File: config.mk
export PLATFORM = sky130hd
export DESIGN_NAME = rf_alu_exec
export DESIGN_NICKNAME = d
export VERILOG_FILES = /design/src/rtl/rf_alu_pkg.sv /design/src/rtl/rf_shift_unit.sv /design/src/rtl/rf_alu_exec.sv
export SDC_FILE = /design/constraint.sdc
export NUM_CORES = 1
export LEC_CHECK = 0
export ABC_AREA = 1
export BUFFER_PORTS_ARGS = -buffer_cell sky130_fd_sc_hd__buf_2
export CORE_UTILIZATION = 40
export CTS_CLUSTER_SIZE = 12
export DETAILED_ROUTE_END_ITERATION = 6
export HOLD_SLACK_MARGIN = 0.05
export PLACE_DENSITY = 0.62
export SYNTH_ARGS = -nofsm -noshare
export SYNTH_HDL_FRONTEND = slang
export SYNTH_HIERARCHICAL = 1
export SYNTH_SLANG_ARGS = --single-unit
File: constraint.sdc
create_clock -name clk -period 9.7 [get_ports clk]
set_input_delay 1.94 -clock clk [delete_from_list [all_inputs] [get_ports clk]]
set_output_delay 1.94 -clock clk [all_outputs]
set_load 0.01 [all_outputs]
File: src/rtl/rf_alu_pkg.sv
// Shared definitions for the rf_alu_exec execute unit: ALU op codes,
// PSR flag bit positions and the iterative shifter state encoding.
package rf_alu_pkg;

    localparam logic [3:0] ALU_ADD = 4'd0;
    localparam logic [3:0] ALU_SUB = 4'd1;
    localparam logic [3:0] ALU_AND = 4'd2;
    localparam logic [3:0] ALU_OR  = 4'd3;
    localparam logic [3:0] ALU_XOR = 4'd4;
    localparam logic [3:0] ALU_MOV = 4'd5;
    localparam logic [3:0] ALU_CMP = 4'd6;

    localparam int PSR_C = 0;
    localparam int PSR_L = 2;
    localparam int PSR_F = 5;
    localparam int PSR_Z = 6;
    localparam int PSR_N = 7;

    typedef enum logic {
        ST_IDLE  = 1'b0,
        ST_SHIFT = 1'b1
    } shift_state_e;

endpackage

File: src/rtl/rf_shift_unit.sv
// Shifter for rf_alu_exec. Default build: iterative 1-bit-per-cycle shifter
// with a down-counter and IDLE/SHIFT FSM. With BARREL_SHIFT_EN defined a
// single-cycle barrel shifter is used instead and o_busy is always 0.
// o_done marks the cycle whose closing edge must register o_res/o_carry.
module rf_shift_unit
    import rf_alu_pkg::*;
#(
    parameter int WIDTH  = 16,
    parameter int SHBITS = $clog2(WIDTH)
) (
`ifndef BARREL_SHIFT_EN
    input  logic              i_clk,
    input  logic              i_reset_n,
`endif
    input  logic              i_start,
    input  logic [WIDTH-1:0]  i_src,
    input  logic [SHBITS-1:0] i_amt,
    input  logic              i_dir,
    input  logic              i_arith,
    output logic              o_busy,
    output logic              o_done,
    output logic [WIDTH-1:0]  o_res,
    output logic              o_carry,
    output logic              o_carry_upd
);

`ifndef BARREL_SHIFT_EN

    // Returns {bit shifted out, shifted value}; arithmetic only affects right shifts.
    function automatic logic [WIDTH:0] shift1(input logic [WIDTH-1:0] v,
                                              input logic dir, input logic arith);
        if (!dir)
            shift1 = {v[WIDTH-1], v[WIDTH-2:0], 1'b0};
        else
            shift1 = {v[0], arith & v[WIDTH-1], v[WIDTH-1:1]};
    endfunction

    shift_state_e      r_state;
    shift_state_e      w_state_nxt;
    logic [SHBITS-1:0] r_cnt;
    logic [WIDTH-1:0]  r_val;
    logic              r_dir;
    logic              r_arith;
    logic [WIDTH-1:0]  w_step_val;
    logic              w_step_c;

    assign {w_step_c, w_step_val} = shift1(r_val, r_dir, r_arith);
    assign o_busy = (r_state == ST_SHIFT);

    // FSM state and remaining-bit counter; reset abandons any shift in flight.
    always_ff @(posedge i_clk or negedge i_reset_n) begin
        if (!i_reset_n) begin
            r_state <= ST_IDLE;
            r_cnt   <= '0;
        end else begin
            r_state <= w_state_nxt;
            if (r_state == ST_IDLE)
                r_cnt <= i_amt;
            else
                r_cnt <= r_cnt - SHBITS'(1);
        end
    end

    // Operand capture while idle, then one bit of shifting per SHIFT cycle.
    always_ff @(posedge i_clk) begin
        if (r_state == ST_IDLE) begin
            r_val   <= i_src;
            r_dir   <= i_dir;
            r_arith <= i_arith;
        end else begin
            r_val <= w_step_val;
        end
    end

    // Next state and completion outputs; k=0 completes immediately as pass-through.
    always_comb begin
        w_state_nxt = r_state;
        o_done      = 1'b0;
        o_res       = i_src;
        o_carry     = 1'b0;
        o_carry_upd = 1'b0;
        case (r_state)
            ST_IDLE: begin
                if (i_start) begin
                    if (i_amt == '0)
                        o_done = 1'b1;
                    else
                        w_state_nxt = ST_SHIFT;
                end
            end
            ST_SHIFT: begin
                o_res       = w_step_val;
                o_carry     = w_step_c;
                o_carry_upd = 1'b1;
                if (r_cnt == SHBITS'(1)) begin
                    o_done      = 1'b1;
                    w_state_nxt = ST_IDLE;
                end
            end
        endcase
    end

`else

    // One guard bit beyond each end of the operand catches the last bit out.
    logic [WIDTH:0]        w_left;
    logic [WIDTH:0]        w_srl;
    logic signed [WIDTH:0] w_sra;
    logic [WIDTH:0]        w_right;

    assign w_left  = {1'b0, i_src} << i_amt;
    assign w_srl   = {i_src, 1'b0} >> i_amt;
    assign w_sra   = $signed({i_src, 1'b0}) >>> i_amt;
    assign w_right = i_arith ? w_sra : w_srl;

    assign o_busy      = 1'b0;
    assign o_done      = i_start;
    assign o_carry_upd = (i_amt != '0);

    // Direction select between the left and right shifted values.
    always_comb begin
        o_res   = w_left[WIDTH-1:0];
        o_carry = w_left[WIDTH];
        if (i_dir) begin
            o_res   = w_right[WIDTH:1];
            o_carry = w_right[0];
        end
    end

`endif

endmodule

File: src/rtl/rf_alu_exec.sv
// rf_alu_exec: register-file read with writeback forwarding, ALU or shifter,
// registered result/PSR and one-stage register writeback.
// BARREL_SHIFT_EN selects the single-cycle shifter; otherwise shifts by k>=1
// take k cycles with in_ready low.
module rf_alu_exec
    import rf_alu_pkg::*;
#(
    parameter int WIDTH   = 16,
    parameter int REGBITS = 4,
    parameter int SHBITS  = $clog2(WIDTH)
) (
    input  logic               clk,
    input  logic               reset,
    input  logic               in_valid,
    output logic               in_ready,
    input  logic [3:0]         aluControl,
    input  logic               shiftOrALU,
    input  logic               shiftDir,
    input  logic               shiftType,
    input  logic               alusrcb,
    input  logic [REGBITS-1:0] regAddress1,
    input  logic [REGBITS-1:0] regAddress2,
    input  logic [REGBITS-1:0] regDest,
    input  logic [WIDTH-1:0]   immediate,
    output logic               result_valid,
    output logic [WIDTH-1:0]   result,
    output logic [7:0]         PSR
);

    logic [WIDTH-1:0]   r_mem [2**REGBITS];
    logic               r_result_valid;
    logic [WIDTH-1:0]   r_result;
    logic [7:0]         r_psr;
    logic               r_wb_we;
    logic [REGBITS-1:0] r_wb_dest;
    logic [WIDTH-1:0]   r_wb_data;
    logic [REGBITS-1:0] r_sh_dest;

    logic               w_accept;
    logic [WIDTH-1:0]   w_rd1, w_rd2, w_src1, w_src2;
    logic [WIDTH:0]     w_sum, w_diff;
    logic [WIDTH-1:0]   w_alu_res;
    logic [7:0]         w_alu_psr;
    logic               w_alu_we;
    logic               w_alu_done;
    logic               w_sh_busy, w_sh_done, w_sh_carry, w_sh_carry_upd;
    logic [WIDTH-1:0]   w_sh_res;
    logic [7:0]         w_sh_psr;
    logic [REGBITS-1:0] w_sh_dest;

    assign in_ready     = ~w_sh_busy;
    assign w_accept     = in_valid & in_ready;
    assign w_alu_done   = w_accept & shiftOrALU;
    assign result_valid = r_result_valid;
    assign result       = r_result;
    assign PSR          = r_psr;

    // A pending writeback wins over the array so dependent ops run back-to-back.
    assign w_rd1  = (r_wb_we && (r_wb_dest == regAddress1)) ? r_wb_data : r_mem[regAddress1];
    assign w_rd2  = (r_wb_we && (r_wb_dest == regAddress2)) ? r_wb_data : r_mem[regAddress2];
    assign w_src1 = w_rd1;
    assign w_src2 = alusrcb ? immediate : w_rd2;

    assign w_sum  = {1'b0, w_src1} + {1'b0, w_src2};
    assign w_diff = {1'b0, w_src1} - {1'b0, w_src2};

    // ALU result, next PSR and writeback enable; CMP shows the difference without writing it.
    always_comb begin
        w_alu_res = '0;
        w_alu_psr = r_psr;
        w_alu_we  = 1'b0;
        case (aluControl)
            ALU_ADD: begin
                w_alu_res        = w_sum[WIDTH-1:0];
                w_alu_we         = 1'b1;
                w_alu_psr[PSR_C] = w_sum[WIDTH];
                w_alu_psr[PSR_F] = (w_src1[WIDTH-1] == w_src2[WIDTH-1]) &&
                                   (w_alu_res[WIDTH-1] != w_src1[WIDTH-1]);
            end
            ALU_SUB: begin
                w_alu_res        = w_diff[WIDTH-1:0];
                w_alu_we         = 1'b1;
                w_alu_psr[PSR_C] = w_diff[WIDTH];
                w_alu_psr[PSR_F] = (w_src1[WIDTH-1] != w_src2[WIDTH-1]) &&
                                   (w_alu_res[WIDTH-1] != w_src1[WIDTH-1]);
            end
            ALU_AND: begin w_alu_res = w_src1 & w_src2; w_alu_we = 1'b1; end
            ALU_OR:  begin w_alu_res = w_src1 | w_src2; w_alu_we = 1'b1; end
            ALU_XOR: begin w_alu_res = w_src1 ^ w_src2; w_alu_we = 1'b1; end
            ALU_MOV: begin w_alu_res = w_src2;          w_alu_we = 1'b1; end
            ALU_CMP: begin
                w_alu_res        = w_diff[WIDTH-1:0];
                w_alu_psr[PSR_Z] = (w_src1 == w_src2);
                w_alu_psr[PSR_L] = w_diff[WIDTH];
                w_alu_psr[PSR_N] = $signed(w_src1) < $signed(w_src2);
            end
            default: ;
        endcase
        if (aluControl <= ALU_MOV) begin
            w_alu_psr[PSR_Z] = (w_alu_res == '0);
            w_alu_psr[PSR_N] = w_alu_res[WIDTH-1];
        end
    end

    rf_shift_unit #(
        .WIDTH  (WIDTH),
        .SHBITS (SHBITS)
    ) u_shift (
`ifndef BARREL_SHIFT_EN
        .i_clk       (clk),
        .i_reset_n   (reset),
`endif
        .i_start     (w_accept & ~shiftOrALU),
        .i_src       (w_src1),
        .i_amt       (w_src2[SHBITS-1:0]),
        .i_dir       (shiftDir),
        .i_arith     (shiftType),
        .o_busy      (w_sh_busy),
        .o_done      (w_sh_done),
        .o_res       (w_sh_res),
        .o_carry     (w_sh_carry),
        .o_carry_upd (w_sh_carry_upd)
    );

    // Shift flags: C only when a bit actually left the word, Z/N from the result.
    always_comb begin
        w_sh_psr        = r_psr;
        w_sh_psr[PSR_C] = w_sh_carry_upd ? w_sh_carry : r_psr[PSR_C];
        w_sh_psr[PSR_Z] = (w_sh_res == '0);
        w_sh_psr[PSR_N] = w_sh_res[WIDTH-1];
    end

    assign w_sh_dest = w_sh_busy ? r_sh_dest : regDest;

    // Destination of a multi-cycle shift, held until it completes.
    always_ff @(posedge clk) begin
        if (w_accept)
            r_sh_dest <= regDest;
    end

    // Result, flags, valid pulse and writeback enable.
    always_ff @(posedge clk or negedge reset) begin
        if (!reset) begin
            r_result_valid <= 1'b0;
            r_result       <= '0;
            r_psr          <= '0;
            r_wb_we        <= 1'b0;
        end else begin
            r_result_valid <= w_alu_done | w_sh_done;
            r_wb_we        <= 1'b0;
            if (w_alu_done) begin
                r_result <= w_alu_res;
                r_psr    <= w_alu_psr;
                r_wb_we  <= w_alu_we;
            end else if (w_sh_done) begin
                r_result <= w_sh_res;
                r_psr    <= w_sh_psr;
                r_wb_we  <= 1'b1;
            end
        end
    end

    // Writeback stage address/data.
    always_ff @(posedge clk) begin
        if (w_alu_done) begin
            r_wb_dest <= regDest;
            r_wb_data <= w_alu_res;
        end else if (w_sh_done) begin
            r_wb_dest <= w_sh_dest;
            r_wb_data <= w_sh_res;
        end
    end

    // Register array write, one edge after the result is registered.
    always_ff @(posedge clk) begin
        if (r_wb_we)
            r_mem[r_wb_dest] <= r_wb_data;
    end

endmodule

Word level (Yosys, flattened, before mapping)
Memories as Yosys holds them, arrays and structs flattened.
Cells that the tools add are included.

word-level totals
  flip-flop bits (word level) = 70
  bits in writable memories = 256
  output and inout port bits = 26
  memories = 1
  bits of input ports = 39

cells by class
  muxes and demuxes = 35
  magnitude comparators = 2
  reduce and logical (&&, ||, !) cells = 17
  equality and inequality tests = 16
  bitwise operators = 10
  add/subtract/negate cells = 3

memory list
  memory  words  width  read ports  clocked after Yosys merged registers in  write ports  line               text
  r_mem   16     16     2           0                                        1            rf_alu_exec.sv:30  logic [WIDTH-1:0] r_mem [2**REGBITS];

operator list
  kind                                                                    count
  16-bit two-way mux                                                      6
  16-bit one-hot mux with 6 select lines                                  1
  16-bit logical NOT                                                      2
  16-bit by 16-bit adder with 17-bit output                               1
  17-bit two-way mux                                                      1
  16-bit by 16-bit subtractor with 17-bit output                          1
  16-bit bitwise AND                                                      1
  16-bit equality test                                                    1
  16-bit less-than comparator                                             1
  4-bit two-way mux                                                       4
  8-bit two-way mux                                                       2
  16-bit bitwise OR                                                       1
  16-bit XOR                                                              1
  1-bit two-way mux                                                       15
  4-bit by 3-bit equality test with 1-bit output (second input constant)  3
  4-bit by 1-bit equality test with 1-bit output (second input constant)  2
  4-bit by 2-bit equality test with 1-bit output (second input constant)  2
  4-bit equality test                                                     2
  4-bit logical NOT                                                       2
  1-bit one-hot mux with 2 select lines                                   4
  3-bit by 1-bit != test with 1-bit output (second input constant)        2
  2-bit AND reduction                                                     3
  2-bit nonzero test                                                      3
  6-bit OR reduction                                                      1
  other kinds (11)                                                        21

Logic depth before layout (Yosys ltp)
  depth after elaboration = 10
  mapped depth = 30
  gate-level depth less buffers = 28

Hierarchy
The synthesis kept the hierarchy.

by module, submodules not included
  module         area each (um^2)  instances  cells an instance
  rf_alu_exec    18033.5           1          2141
  rf_shift_unit  996.0             1          127

Least setup slack after synthesis
Ideal clock, no wire load.

  path kind = input to register
  start point = input port regAddress1[0]
  end point = register r_psr[6] (netlist: PSR[6])
  cell stages on the path = 29
  path buffers = 3
  data arrival time = 5.157 ns
  required time = 9.627 ns
  setup slack = 4.470 ns
  cell sequence = buf_2 > inv_1 > buf_2 > buf_1 > a21oi_1 > o21ai_0 > nand3_1 > nand3_1 > nand2_1 > nand2_1 > o21ai_0 > ha_1 > fa_1 > nand2_1 > nand2_1 > nand2_1 > nand2_1 > inv_1 > o21ai_0 > or2_2 > nand2_1 > nand2_1 > nor2_1 > nand2_1 > nor2_1 > nand3_1 > nor2_1 > nand2_1 > a21oi_2

between the ends
  longest elaborated chain between the ends = 8
  elaborated cells on any way between the ends = 18
  classes of those cells = add/sub: 2; eq/ne: 2; mux: 7; bitwise: 3; reduce/logical: 3; memory: 1

RTL lines
  item                                                                          line                text
  start, declared                                                               rf_alu_exec.sv:21   input logic [REGBITS-1:0] regAddress1,
  parallel branches: the longest is 2 deep, another holds memory 16 x 16 bit    -
  16-bit two-way mux *                                                          rf_alu_exec.sv:59   assign w_rd1 = (r_wb_we && (r_wb_dest == regAddress1)) ? r_wb_data : r_mem[regAddress1];
  named net w_rd1[0]                                                            rf_alu_exec.sv:40   logic [WIDTH-1:0] w_rd1, w_rd2, w_src1, w_src2;
  16-bit by 16-bit subtractor with 17-bit output, or another cell as far along  rf_alu_exec.sv:65   assign w_diff = {1'b0, w_src1} - {1'b0, w_src2};
  16-bit one-hot mux with 6 select lines                                        rf_alu_exec.sv:72   case (aluControl)
  16-bit logical NOT                                                            rf_alu_exec.sv:100  w_alu_psr[PSR_Z] = (w_alu_res == '0);
  2-bit two-way mux                                                             rf_alu_exec.sv:99   if (aluControl <= ALU_MOV) begin
  8-bit two-way mux *                                                           rf_alu_exec.sv:151  if (w_alu_done) begin
  end signal, assigned                                                          rf_alu_exec.sv:153  r_psr <= w_alu_psr;
  end signal, assigned                                                          rf_alu_exec.sv:157  r_psr <= w_sh_psr;
  end, declared                                                                 rf_alu_exec.sv:33   logic [7:0] r_psr;

Mark *: on every way through the listed nets, which the timed path passes. The select of a mux whose other input is x is not followed.
A chain may end at the register's enable or synchronous reset.

Final worst setup path
Ends and elaborated chain as after synthesis.

==> metrics.txt <==
Die X between 200 and 250 um; CTS tree built; Setup Fix Bufs, Post-CTS 0; CP startpoint regAddress1[0]; Post-synth EDFFs ~280; Placement Setup Slack 2.732 ns; Initial DRT Pass Iterations 7; max_cap viols 0; Root Driver clkbuf_16; mapped cell area 0.01903 mm^2; CP max-delay cell buf_6; Max Clk Rate 0.1535 GHz; Worst setup SP type primary input; Worst Tran Pin Value between 1 and 1.5 ns; status finished with violations; clock-pin slew on the worst setup and hold paths 0.06 ns; Layout Utilization 0.4487; Max Clock Skew 0.01748 ns; crit end category flip-flop; end of the worst hold path result[0]$_DFFE_PN0P_; Final setup viols 0; CTS Buf Count 38; critical path type in -> reg; Worst Hold Margin 0.4859 ns; pin count of the biggest net entering global routing 109; Max IR drop VDD 0.0002285 V; Final min period 6.514 ns; 1st-iter DRT viols 2055; static leakage power 0.008534 uW; I/O Buffers 61; setup ws final between 3 and 4 ns; initial antenna violation count 1; vias per std cell 5.787; CTS Buffer Depth 3; Area Growth Syn to Fin 10.23%; Yosys top cell by area edfxtp_1; routability cong. ~0.95; storage element area 0.009489 mm^2; top cell type's share of synthesized area 0.4450; multi-input logic area 0.007920 mm^2; Synth Flop Type edfxtp_1; gr usage total 0.2648; Commonest cells post-synth nand2_1, edfxtp_1, o21ai_0, inv_1, nand3_1; RSZ-0062 raised after global routing false; hold buffers post-CTS 0; fraction of registers with async set/reset 0.08589; Initial Utilization 0.4070; # diodes 0; vias in the first global route roughly 16000; die area between 0.04 and 0.05 mm^2; Final #Nets 2356; Final period util 0.6716; htree depth 2; Worst R2R Start r_wb_dest[0]$_DFFE_PP_; count leader, synth nand2_1; YS warnings 6; clock latency on the worst-skew pair 0.56 ns; layout cells sized above 1 0.09285; Yosys cell types 48; IO Pins 65; cells on worst reg2reg path 22; Routed Antenna Nets 0; Rel. slew slack 0.3093; Hold Crit Class reg -> reg; first-pass GRT wire length approximately 96 mm; hold path cells 2; via count 16787; Critical Path Fanout Max 108; total gr overflow 0; Rows 79; Die Span Y about 220 um; Critical Path Max Stage Delay 0.58 ns; failing checks design-rule violations; drt total wl 63.90 mm; wire length per cell 22.03 um; TNS Setup 0 ns; pwr dens roughly 220 mW/mm^2; most used cell, CP o21ai_0; Worst EP required slightly above 10 ns; CP arrival 7.01 ns; post-CTS sizing 0; Core ar. 0.04675 mm^2; min-delay src result[0]$_DFFE_PN0P_; final hold violation count 0; Mean Syn Cell Area 8.390 um^2; terminus of the critical flop-to-flop path PSR[6]$_DFFE_PN0P_; Synth area leaders edfxtp_1, nand2_1, o21ai_0; Seq/Total Area, Yosys 0.4987; Synth Register Bits approximately 330; drc violations 1; cells after synthesis 2268; crit path cell chain buf_6, buf_4, o21ai_0, o21ai_0, o21ai_0, o21ai_0, nand2_1, o21ai_0, inv_1, ha_1, inv_1, o21ai_0, a21boi_0, nand3_1, nand2_1, nand3_1, nand2_1, nor2_1, nand2_1, nor2_1, nand3_1, nor2_1, nand2_1, a21oi_2; Tot Pwr 4596 uW; post-DP HPWL 41.55 mm; filler cell count 4565; R2R Setup Slk 5.04 ns; max-slew violation count 0; CTS sink cnt between 300 and 400
-- power breakdown --
group	internal [uW]	leakage, uW	switching (uW)
combinational	330	0.00489	812
clock	881	0.000628	579
sequential	1790	0.00302	200
-- cell families (layout without fill, tap and decap cells) --
group	after synthesis	in the layout	synth area share
AO/OA/AOI/OAI	628	628	0.1834
XOR/XNOR	3	3	0.001381
adder cells (fa/ha/maj)	52	52	0.03498
buffers and inverters	388	412	0.08804
flip-flops	326	326	0.4987
multiplexers	1	1	0.0005260
other	1	3	0.0001971
AND/OR/NAND/NOR	869	869	0.1928
-- placed cells by master (no fill, tap or decap), types with 15 or more instances in the layout --
master / netlist / final
inv_1: 237 / 236
nand3_1: 221 / 221
nand2_2: 14 / 15
a21oi_1: 185 / 185
o21ai_1: 21 / 21
o211ai_1: 83 / 83
o21ai_0: 281 / 281
dfxtp_1: 16 / 16
nand2_1: 400 / 399
clkbuf_16: 0 / 42
nor2_2: 3 / 18
ha_1: 50 / 50
buf_2: 47 / 57
nor2_1: 200 / 184
edfxtp_1: 282 / 282
dfrtp_1: 28 / 28
buf_4: 13 / 41
-- per-layer routing --
| layer | track usage | part of all wire | up-vias |
|---|---|---|---|
| li1 | - | - | 7790 |
| met1 | 0.3799 | 0.43 | 7969 |
| met2 | 0.4047 | 0.44 | 898 |
| met3 | 0.04624 | 0.095 | 128 |
| met4 | 0.08391 | 0.028 | 2 |
| met5 | 0 | 0.00020 | - |
-- worst max-delay path, delay by kind of cell --
family | cells | cell delay (ns)
fa+ha+maj | 1 | 0.53
buf+inv | 4 | 1.38
simple gates | 11 | 1.09
compound gates | 8 | 2.01
-- registers in the layout, summed over array words and instances (netlist names), 4 cells and up --
signal / count
PSR: 5
r_mem: 256
r_sh_dest: 4
r_wb_data: 16
r_wb_dest: 4
result: 16
u_shift/r_cnt: 4
u_shift/r_val: 16
-- worst max path at each step --
| stage | to | cells past startpoint | slack (ns) |
|---|---|---|---|
| floorplan | PSR[6]$_DFFE_PN0P_ | 29 | 4.47 |
| global placement | PSR[6]$_DFFE_PN0P_ | 24 | 2.83 |
| detailed placement | PSR[6]$_DFFE_PN0P_ | 24 | 2.73 |
| CTS | PSR[6]$_DFFE_PN0P_ | 24 | 3.29 |
| global route | PSR[6]$_DFFE_PN0P_ | 24 | 2.81 |
| finish | PSR[6]$_DFFE_PN0P_ | 24 | 3.19 |
-- cell type report --
cell class / count / share of cell area
sequential: 326 / 0.4524
multi-input combinational: 1556 / 0.3776
tap: 607 / 0.03621
timing repair buffer: 100 / 0.02935
inverter: 243 / 0.04372
clock buffer: 55 / 0.05529
clock inverter: 14 / 0.005488
-- through the flow --
step,instance area [um^2],cells
2_1_floorplan,19040,2270
3_3_place_gp,19700,2832
3_5_place_dp,19700,2832
4_1_cts,20980,2901
5_1_grt,20980,2901
6_report,20980,2901
No activity file was read; power rests on OpenSTA's default activity.
